--- src/rtl/conv_out_buf.sv ---
// Output buffer behind the convolution datapath: optional ReLU, signed saturation to
// OUT_W, frame tagging every CONV_N results, and a small FIFO that absorbs sink stalls.
module conv_out_buf #(
   parameter int unsigned ACC_W     = 20,
   parameter int unsigned OUT_W     = 16,
   parameter int unsigned DEPTH     = 4,
   parameter int unsigned LG_DEPTH  = 2,
   parameter int unsigned CONV_N    = 5,
   parameter int unsigned LG_CONV_N = 3
) (
   input  logic                    clk,
   input  logic                    reset,
   input  logic                    s_valid_y,
   input  logic signed [ACC_W-1:0] s_data_y,
   output logic                    s_ready_y,
   output logic                    m_valid_z,
   output logic signed [OUT_W-1:0] m_data_z,
   output logic                    m_last_z,
   input  logic                    m_ready_z,
   input  logic                    relu_en,
   input  logic                    clear_ovf,
   output logic                    ovf_sticky,
   output logic                    frame_done,
   output logic [LG_DEPTH:0]       occupancy
);

   localparam int unsigned CNT_W = LG_DEPTH + 1;

   localparam logic signed [ACC_W-1:0]   SAT_MAX   = ACC_W'({1'b0, {(OUT_W-1){1'b1}}});
   localparam logic signed [ACC_W-1:0]   SAT_MIN   = ~SAT_MAX;
   localparam logic [CNT_W-1:0]          FULL_OCC  = CNT_W'(DEPTH);
   localparam logic [LG_CONV_N-1:0]      LAST_BEAT = LG_CONV_N'(CONV_N - 1);

   typedef struct packed {
      logic             last;
      logic             sat;
      logic [OUT_W-1:0] data;
   } entry_t;

   entry_t                 mem [DEPTH];
   entry_t                 head;
   entry_t                 wr_entry;

   logic [LG_DEPTH-1:0]    wr_ptr_q, wr_ptr_d;
   logic [LG_DEPTH-1:0]    rd_ptr_q, rd_ptr_d;
   logic [CNT_W-1:0]       occ_q, occ_d;
   logic [LG_CONV_N-1:0]   beat_q, beat_d;
   logic                   ovf_q, ovf_d;
   logic                   done_q, done_d;

   logic signed [ACC_W-1:0] relu_v;
   logic                    push;
   logic                    pop;
   logic                    unused_head_sat;

   // Handshake flags come only from registered occupancy, so neither side sees the other combinationally.
   assign s_ready_y = (occ_q != FULL_OCC);
   assign m_valid_z = (occ_q != '0);
   assign push      = s_valid_y & s_ready_y;
   assign pop       = m_valid_z & m_ready_z;

   assign head            = mem[rd_ptr_q];
   assign unused_head_sat = head.sat;

   assign m_data_z   = m_valid_z ? $signed(head.data) : '0;
   assign m_last_z   = m_valid_z & head.last;
   assign ovf_sticky = ovf_q;
   assign frame_done = done_q;
   assign occupancy  = occ_q;

   // Result conditioning at push time: ReLU first, then clamp into OUT_W.
   always_comb begin
      relu_v   = s_data_y;
      wr_entry = '0;
      if (relu_en && s_data_y[ACC_W-1]) begin
         relu_v = '0;
      end
      wr_entry.last = (beat_q == LAST_BEAT);
      if (relu_v > SAT_MAX) begin
         wr_entry.data = SAT_MAX[OUT_W-1:0];
         wr_entry.sat  = 1'b1;
      end else if (relu_v < SAT_MIN) begin
         wr_entry.data = SAT_MIN[OUT_W-1:0];
         wr_entry.sat  = 1'b1;
      end else begin
         wr_entry.data = relu_v[OUT_W-1:0];
      end
   end

   // Storage is intentionally left out of reset; occupancy gates every read.
   always_ff @(posedge clk) begin
      if (push) begin
         mem[wr_ptr_q] <= wr_entry;
      end
   end

   always_ff @(posedge clk or posedge reset) begin
      if (reset) begin
         wr_ptr_q <= '0;
         rd_ptr_q <= '0;
         occ_q    <= '0;
         beat_q   <= '0;
         ovf_q    <= 1'b0;
         done_q   <= 1'b0;
      end else begin
         wr_ptr_q <= wr_ptr_d;
         rd_ptr_q <= rd_ptr_d;
         occ_q    <= occ_d;
         beat_q   <= beat_d;
         ovf_q    <= ovf_d;
         done_q   <= done_d;
      end
   end

   // Next-state: pointers wrap naturally at power-of-two DEPTH; beat index follows pushes only.
   always_comb begin
      wr_ptr_d = wr_ptr_q;
      rd_ptr_d = rd_ptr_q;
      occ_d    = occ_q;
      beat_d   = beat_q;
      ovf_d    = ovf_q;
      done_d   = 1'b0;

      if (push) begin
         wr_ptr_d = wr_ptr_q + LG_DEPTH'(1);
         beat_d   = (beat_q == LAST_BEAT) ? '0 : beat_q + LG_CONV_N'(1);
      end

      if (pop) begin
         rd_ptr_d = rd_ptr_q + LG_DEPTH'(1);
         done_d   = head.last;
      end

      if (push && !pop) begin
         occ_d = occ_q + CNT_W'(1);
      end else if (pop && !push) begin
         occ_d = occ_q - CNT_W'(1);
      end

      // A saturating push outranks a same-cycle clear.
      if (push && wr_entry.sat) begin
         ovf_d = 1'b1;
      end else if (clear_ovf) begin
         ovf_d = 1'b0;
      end
   end

endmodule

--- config.mk ---
export PLATFORM = sky130hd
export DESIGN_NAME = conv_out_buf
export DESIGN_NICKNAME = d
export VERILOG_FILES = /design/src/rtl/conv_out_buf.sv
export SDC_FILE = /design/constraint.sdc
export NUM_CORES = 1
export LEC_CHECK = 0
export ABC_AREA = 1
export CAP_MARGIN = 20
export CORE_UTILIZATION = 25
export DETAILED_ROUTE_END_ITERATION = 8
export GPL_TIMING_DRIVEN = 0
export PLACE_DENSITY = 0.55
export SLEW_MARGIN = 0
export SYNTH_ARGS = -nofsm -noshare
export SYNTH_HDL_FRONTEND = slang
export SYNTH_SLANG_ARGS = --single-unit
--- constraint.sdc ---
create_clock -name clk -period 4.6 [get_ports clk]
set_clock_uncertainty 0.2 [all_clocks]
set_input_delay 0.92 -clock clk [delete_from_list [all_inputs] [get_ports clk]]
set_output_delay 0.92 -clock clk [all_outputs]
set_load 0.005 [all_outputs]
==> out/summary.log, run 1 <==
qor: global_routing.grt_util_all_layers 0.1258
qor: yosys.synth_cells 321
qor: yosys.synth_compound_gate_area_share 0.08121
qor: die.initial_core_util 0.2563
qor: yosys.yosysSeqAreaShare 0.6610
qor: power_and_ir_drop.power_density 652.2 nW/µm²
qor: cells_and_area.layout.area.seq 2342 µm²
qor: die.rows 43
qor: timing.finalHoldViolations 0
qor: yosys.syn_nets 355
qor: global_routing.grt_start_max_net_pins 16
qor: cells_and_area.area_delta_synth_final 30.08%
qor: die.fp.dieW 121.1 µm
qor: route.drt-vias-per-instance 4.340
qor: clock_network.root_buffer sky130_fd_sc_hd__clkbuf_16
qor: route.route.final.wire_length 8.488 mm
qor: clock_network.number_of_buffers_created_by_cts 9
qor: timing.worst_margin_slew 0.5038 ns
qor: yosys.synth.area.mux_share 0
qor: cells_and_area.num_antenna_cells 0
qor: critical_path.worstSetupStartpointType register
qor: placed_design.port_buffers 49
qor: yosys.synth_top_family_by_area simple AND/OR/NAND/NOR gates
qor: yosys.ys.flop_type sky130_fd_sc_hd__edfxtp_1
qor: global_routing.first_global_vias 2509
qor: placed_design.routabilityCongestion 0.7059
qor: route.route.detailed.drc 0
qor: clock_network.cts_tree yes
qor: cells_and_area.final_core_util 0.3334
qor: cells_and_area.fill_cells 1381
qor: clock_network.post-cts-setup-buffers 0
qor: min_path.hold_path_depth 2
qor: timing.final_period_minus_worst_setup_slack 3.212 ns
qor: clock_network.max-clock-path-buffers 2
qor: min_path.min-delay-path-class reg2reg
qor: timing.tns 0 ns
qor: cells_and_area.multi_input_area 992.2 µm²
qor: cells_and_area.layout_common_cells sky130_fd_sc_hd__nor2_1 (70), sky130_fd_sc_hd__edfxtp_1 (68), sky130_fd_sc_hd__clkdlybuf4s50_1 (49), sky130_fd_sc_hd__nand2_1 (35), sky130_fd_sc_hd__o21ai_1 (29)
qor: cells_and_area.design.final.nets 419
qor: power_and_ir_drop.max-vdd-ir-drop 0.2063 mV
qor: cells_and_area.drive_gt1_frac 0.1231
qor: status.run_status finished clean
qor: global_routing.grt_remaining_overflow 0
qor: route.route.antenna.remaining_nets 0
qor: cells_and_area.layout_commonest_cell sky130_fd_sc_hd__nor2_1
qor: clock_network.cts.repair.resized 0
qor: critical_path.critPathRequiredTime 3.48 ns
qor: global_routing.antenna_found_initial 0
qor: yosys.post_synth_instance_area 3543 µm²
qor: global_routing.grt_first_pass_wirelength 13.50 mm
qor: yosys.asyncSetResetFlopFracSynth 0.1500
qor: timing.maxSlewViolCount 0
qor: timing.grt_setup_unrepaired false
qor: critical_path.data_arrival_at_the_endpoint_of_the_critical_path 2.09 ns
qor: timing.slew_headroom 0.6638
qor: timing.fmax 0.3114 GHz
qor: critical_path.worst-r2r-cell-count 9
qor: critical_path.worstPathMaxFanout 10
qor: clock_network.clock_sinks 80
qor: die.floorplan.die_area 14650 µm²
qor: run.cap_viol_max_count 0
qor: die.die_y 121.1 µm
qor: route.routed_wire_length_per_instance 14.89 µm
qor: critical_path.crit_path_end_kind primary output
qor: yosys.library_cells_used_by_synthesis 23
qor: route.drt_pre_antenna_iters 4
qor: yosys.post_synth_and_or_nand_nor_area_fraction 0.1532
qor: timing.finalCritPeriodShare 0.6982
qor: critical_path.worstSetupPathType reg2out
qor: yosys.syn_area_per_cell 11.04 µm²
qor: route.drt-initial-drc-count 114
qor: clock_network.cts-hold-fix-buffers 0
qor: clock_network.worst_skew_pair.late_latency 0.33 ns
qor: route.vias 2474
qor: yosys.synth-warning-count 0
qor: yosys.synth_enable_flop_cells 68
qor: die.ioPinCount 50
qor: clock_network.clk_pin_slew 0.06 ns
qor: power_and_ir_drop.total_leakage_power 1.739 nW
qor: yosys.ys_ff_latch 80
qor: yosys.yosys.area_share.xor_xnor 0.01236
qor: die.fp.coreArea 13830 µm²
qor: timing.finalSetupViolCount 0
qor: yosys.post_synth_fa_ha_maj_area_fraction 0.03037
qor: placed_design.hpwl 5.850 mm
qor: clock_network.cts-htree-levels 3
## power breakdown
| part | internal, mW | switching [mW] |
|---|---|---|
| clock network | 0.372 | 0.292 |
| logic | 0.610 | 0.689 |
| registers | 0.977 | 0.0660 |
## through the flow
step / setup slack (ns) / instances / instance area, µm² / hold WS (ns) / total power [mW]
CTS: 1.368 / 570 / 4609 / 0.2926 / 3.050
global placement: 1.045 / 550 / 4259 / 0.2695 / 2.305
finish: 1.388 / 570 / 4609 / 0.2848 / 3.006
detailed placement: 1.712 / 554 / 4329 / 0.2772 / 2.375
global route: 1.297 / 570 / 4609 / 0.3206 / 3.214
floorplan: 2.118 / 321 / 3543 / 0.2701 / 1.746
## worst max-delay path: stages (launching register included)
cell and delay [ns]:
sky130_fd_sc_hd__dfrtp_1 0.37, sky130_fd_sc_hd__buf_6 0.14, sky130_fd_sc_hd__inv_4 0.09, sky130_fd_sc_hd__buf_2 0.26, sky130_fd_sc_hd__o21ai_1 0.11, sky130_fd_sc_hd__a21oi_1 0.25, sky130_fd_sc_hd__clkdlybuf4s50_1 0.55
## final timing paths
| check | to | slack, ns | start |
|---|---|---|---|
| setup / recovery | m_data_z[14] | 1.39 | rd_ptr_q[0] |
| hold / removal | ovf_sticky | 0.28 | ovf_sticky |
| setup reg to reg | occupancy[2] | 2.48 | occupancy[1] |
| hold reg to reg | ovf_sticky | 0.28 | ovf_sticky |
| max in group asynchronous | wr_ptr_q[1] | 3.17 | reset |
| min in group asynchronous | ovf_sticky | 0.70 | reset |
## cells by family (layout without fill, tap and decap cells)
group	count (synthesis)	count (layout)
AO/OA/AOI/OAI	57	57
XOR/XNOR	5	5
adder cells (fa/ha/maj)	8	8
buffers and inverters	39	108
flip-flops	80	80
AND/OR/NAND/NOR	132	132
## metal layers
layer | share of wire | up-vias | global-route usage
li1 | - | 1215 | -
met1 | 0.42 | 1189 | 0.1520
met2 | 0.52 | 60 | 0.2143
met3 | 0.048 | 10 | 0.02914
met4 | 0.016 | 0 | 0.05247
met5 | 0 | - | 0
## synthesized netlist by cell type, drive strengths merged (4+ instances only)
| master | count | area [µm²] |
|---|---|---|
| nor2 | 75 | 289.0 |
| edfxtp | 68 | 2042 |
| o21ai | 38 | 190.2 |
| nand2 | 36 | 137.6 |
| inv | 24 | 95.09 |
| nand3 | 20 | 110.1 |
| a21oi | 18 | 90.09 |
| buf | 15 | 123.9 |
| dfrtp | 12 | 300.3 |
| ha | 7 | 87.58 |
| xor2 | 4 | 35.03 |
## cell type report
type | count | area share
inverter | 24 | 0.02063
buffer | 15 | 0.02687
timing repair buffer | 53 | 0.1194
clock buffer | 9 | 0.04886
clock inverter | 7 | 0.01194
multi-input combinational | 202 | 0.2153
tap | 180 | 0.04886
sequential | 80 | 0.5081
## state kept, by name, indices dropped and copies added (netlist names)
signal / flops
occupancy: 3
ovf_sticky: 1
frame_done: 1
mem: 68
wr_ptr_q: 2
beat_q: 3
rd_ptr_q: 2
Note: power is estimated with default switching activity, not from simulation.
==> run 2, diff against run 1 <==
- PLACE_DENSITY: 0.55 -> 0.56
- clock period: 4.6 -> 2.8 ns (I/O delays scaled with it)
==> out/summary.log, run 2 (same netlist as run 1, synthesis figures left out) <==
qor: status.run_status finished clean
qor: power_and_ir_drop.power_density 1111 nW/µm²
qor: critical_path.worstPathMaxFanout 10
qor: critical_path.timing.critical_path.max_delay_family buffers and inverters
qor: placed_design.hpwl 5.696 mm
qor: timing.grt_setup_unrepaired false
qor: timing.fmax 0.3684 GHz
qor: power_and_ir_drop.total_leakage_power 1.808 nW
qor: cells_and_area.flip_flop_count_of_the_largest_register_after_layout 68
qor: clock_network.worst_skew_pair.late_latency 0.33 ns
qor: clock_network.root_buffer sky130_fd_sc_hd__clkbuf_16
qor: cells_and_area.area_delta_synth_final 33.12%
qor: placed_design.placement.cell_area 4322 µm²
qor: route.route.antenna.remaining_nets 0
qor: cells_and_area.layout.area.seq 2344 µm²
qor: route.drt-vias-per-instance 4.263
qor: global_routing.grt_first_pass_wirelength 13.14 mm
qor: critical_path.worstSetupStartpointType register
qor: global_routing.antenna_found_initial 0
qor: timing.finalSetupViolCount 0
qor: cells_and_area.drive_gt1_frac 0.1355
qor: power_and_ir_drop.max-vdd-ir-drop 0.3781 mV
qor: min_path.min-delay-path-class reg2reg
qor: route.routed_wire_length_per_instance 14.41 µm
qor: clock_network.max-clock-path-buffers 2
qor: global_routing.grt_remaining_overflow 0
qor: cells_and_area.multi_input_area 1003 µm²
qor: placed_design.port_buffers 49
qor: route.drt-initial-drc-count 129
qor: clock_network.cts-htree-levels 3
qor: timing.finalCritPeriodShare 0.9693
qor: route.route.final.wire_length 8.230 mm
qor: cells_and_area.design_area 4717 µm²
qor: global_routing.grt_start_max_net_pins 16
qor: timing.maxSlewViolCount 0
qor: critical_path.crit_path_end_kind primary output
qor: cells_and_area.instances_no_fill 571
qor: timing.final_period_minus_worst_setup_slack 2.714 ns
qor: die.ioPinCount 50
qor: critical_path.critical-path-max-stage-delay 0.52 ns
qor: cells_and_area.largest_register mem
qor: route.vias 2434
qor: global_routing.first_global_vias 2527
qor: critical_path.worstSetupPathType reg2out
qor: cells_and_area.fill_cells 1322
qor: cells_and_area.layout_commonest_cell sky130_fd_sc_hd__nor2_1
qor: die.rows 43
qor: timing.finalHoldViolations 0
qor: critical_path.crit_path_cell_trace buf_6 > buf_4 > nor2_1 > o21ai_1 > a21oi_2 > clkdlybuf4s50_1
qor: route.drt_pre_antenna_iters 4
qor: clock_network.clock_sinks 80
qor: die.initial_core_util 0.2563
qor: timing.slew_headroom 0.6138
qor: placed_design.routabilityCongestion 0.7461
qor: die.fp.dieW 121.1 µm
qor: global_routing.grt_util_all_layers 0.1214
qor: critical_path.data_arrival_at_the_endpoint_of_the_critical_path 1.95 ns
qor: clock_network.number_of_buffers_created_by_cts 9
qor: die.fp.coreArea 13830 µm²
qor: run.cap_viol_max_count 0
qor: timing.worst_margin_slew 0.5786 ns
qor: cells_and_area.design.final.nets 420
qor: critical_path.critPathRequiredTime 2.04 ns
qor: cells_and_area.num_antenna_cells 0
qor: cells_and_area.final_core_util 0.3411
qor: clock_network.cts-hold-fix-buffers 0
qor: critical_path.worstPathBufferInverterCount 3
qor: clock_network.cts_tree yes
qor: placed_design.dp_cells 554
qor: timing.fin_hold_ws 0.3013 ns
qor: cells_and_area.layout_common_cells sky130_fd_sc_hd__nor2_1 (70), sky130_fd_sc_hd__edfxtp_1 (68), sky130_fd_sc_hd__clkdlybuf4s50_1 (46), sky130_fd_sc_hd__nand2_1 (35), sky130_fd_sc_hd__o21ai_1 (29)
qor: die.floorplan.die_area 14650 µm²
qor: critical_path.slowest_stage sky130_fd_sc_hd__clkdlybuf4s50_1
qor: clock_network.clk_pin_slew 0.06 ns
qor: route.route.detailed.drc 0
qor: die.die_y 121.1 µm
==> run 2: changes by cell type in the layout (fill, tap and decap cells not counted), sizes merged <==
cell           before  now
bufinv              0    3
dlymetal6s2s        0    3
buf                19   20
clkinv              3    0
clkdlybuf4s50      49   46
==> run 2: final cells by class <==
class                           instances  area share
Timing Repair Buffer                   54      0.1183
Tap cell                              180     0.04775
Clock inverter                          7     0.02679
Clock buffer                            9     0.04775
Inverter                               24     0.02069
Sequential cell                        80      0.4968
Multi-Input combinational cell        202      0.2127
Buffer                                 15     0.02918
==> run 2: report_power, final <==
part | total (mW) | internal (mW) | leakage, nW | switching (mW)
registers | 1.71 | 1.61 | 0.760 | 0.105
clock network | 1.37 | 0.883 | 0.169 | 0.486
logic | 2.16 | 1.02 | 0.880 | 1.14
total | 5.24 | 3.51 | 1.81 | 1.73
==> run 2: through the flow <==
step           setup WS (ns)  total power, mW  TNS [ns]
6_report             0.08590            5.241         0
5_1_grt             0.008811            5.577         0
4_1_cts              0.01666            5.286         0
3_5_place_dp          0.2453            3.879         0
3_3_place_gp         -0.4013            3.777    -24.54
2_1_floorplan         0.6708            2.869         0
==> run 2: metal layers <==
layer,share of wire,track usage,vias to the layer above
met3,0.052,0.03712,12
met4,0.015,0.03935,0
met1,0.43,0.1480,1141
met5,0,0,-
li1,-,-,1226
met2,0.50,0.2036,55
==> run 2: timing repair <==
item,in CTS,in global routing
setup endpoints to repair,4,11
buffers inserted,0,1
gates resized for setup,3,9
==> run 2: worst reg2reg max path: stages (launching register included) <==
cell and delay, ns:
sky130_fd_sc_hd__dfrtp_1 0.40, sky130_fd_sc_hd__inv_1 0.12, sky130_fd_sc_hd__nand3_2 0.16, sky130_fd_sc_hd__nand2_1 0.16, sky130_fd_sc_hd__ha_1 0.18, sky130_fd_sc_hd__inv_1 0.07
sky130_fd_sc_hd__fa_1 0.38, sky130_fd_sc_hd__nand2_1 0.08, sky130_fd_sc_hd__nand3_1 0.09, sky130_fd_sc_hd__xor2_1 0.15
==> run 2: final timing paths <==
kind / from / to / slack [ns] / depth (start not counted)
min reg2reg: ovf_sticky / ovf_sticky / 0.30 / 2
min in group asynchronous: reset / occupancy[2] / 0.34 / 2
max: rd_ptr_q[1] / m_data_z[9] / 0.09 / 6
max in group asynchronous: reset / occupancy[0] / 1.72 / 2
max reg2reg: occupancy[1] / occupancy[2] / 0.70 / 9
min: ovf_sticky / ovf_sticky / 0.30 / 2
==> run 3, diff against run 2 <==
- PLACE_DENSITY: 0.56 -> 0.55
- clock period: 2.8 -> 3.3 ns (I/O delays scaled with it)
==> results of run 3 <==
Same layout as run 1 (identical final DEF). Status: finished clean.
Main changes from that run: setup slack after placement 1.712 ns -> 0.6716 ns; setup slack after layout 1.388 ns -> 0.3483 ns; register-to-register setup slack 2.48 ns -> 1.18 ns; total power 3.006 mW -> 4.191 mW; worst IR drop on VDD 0.2063 mV -> 0.2876 mV
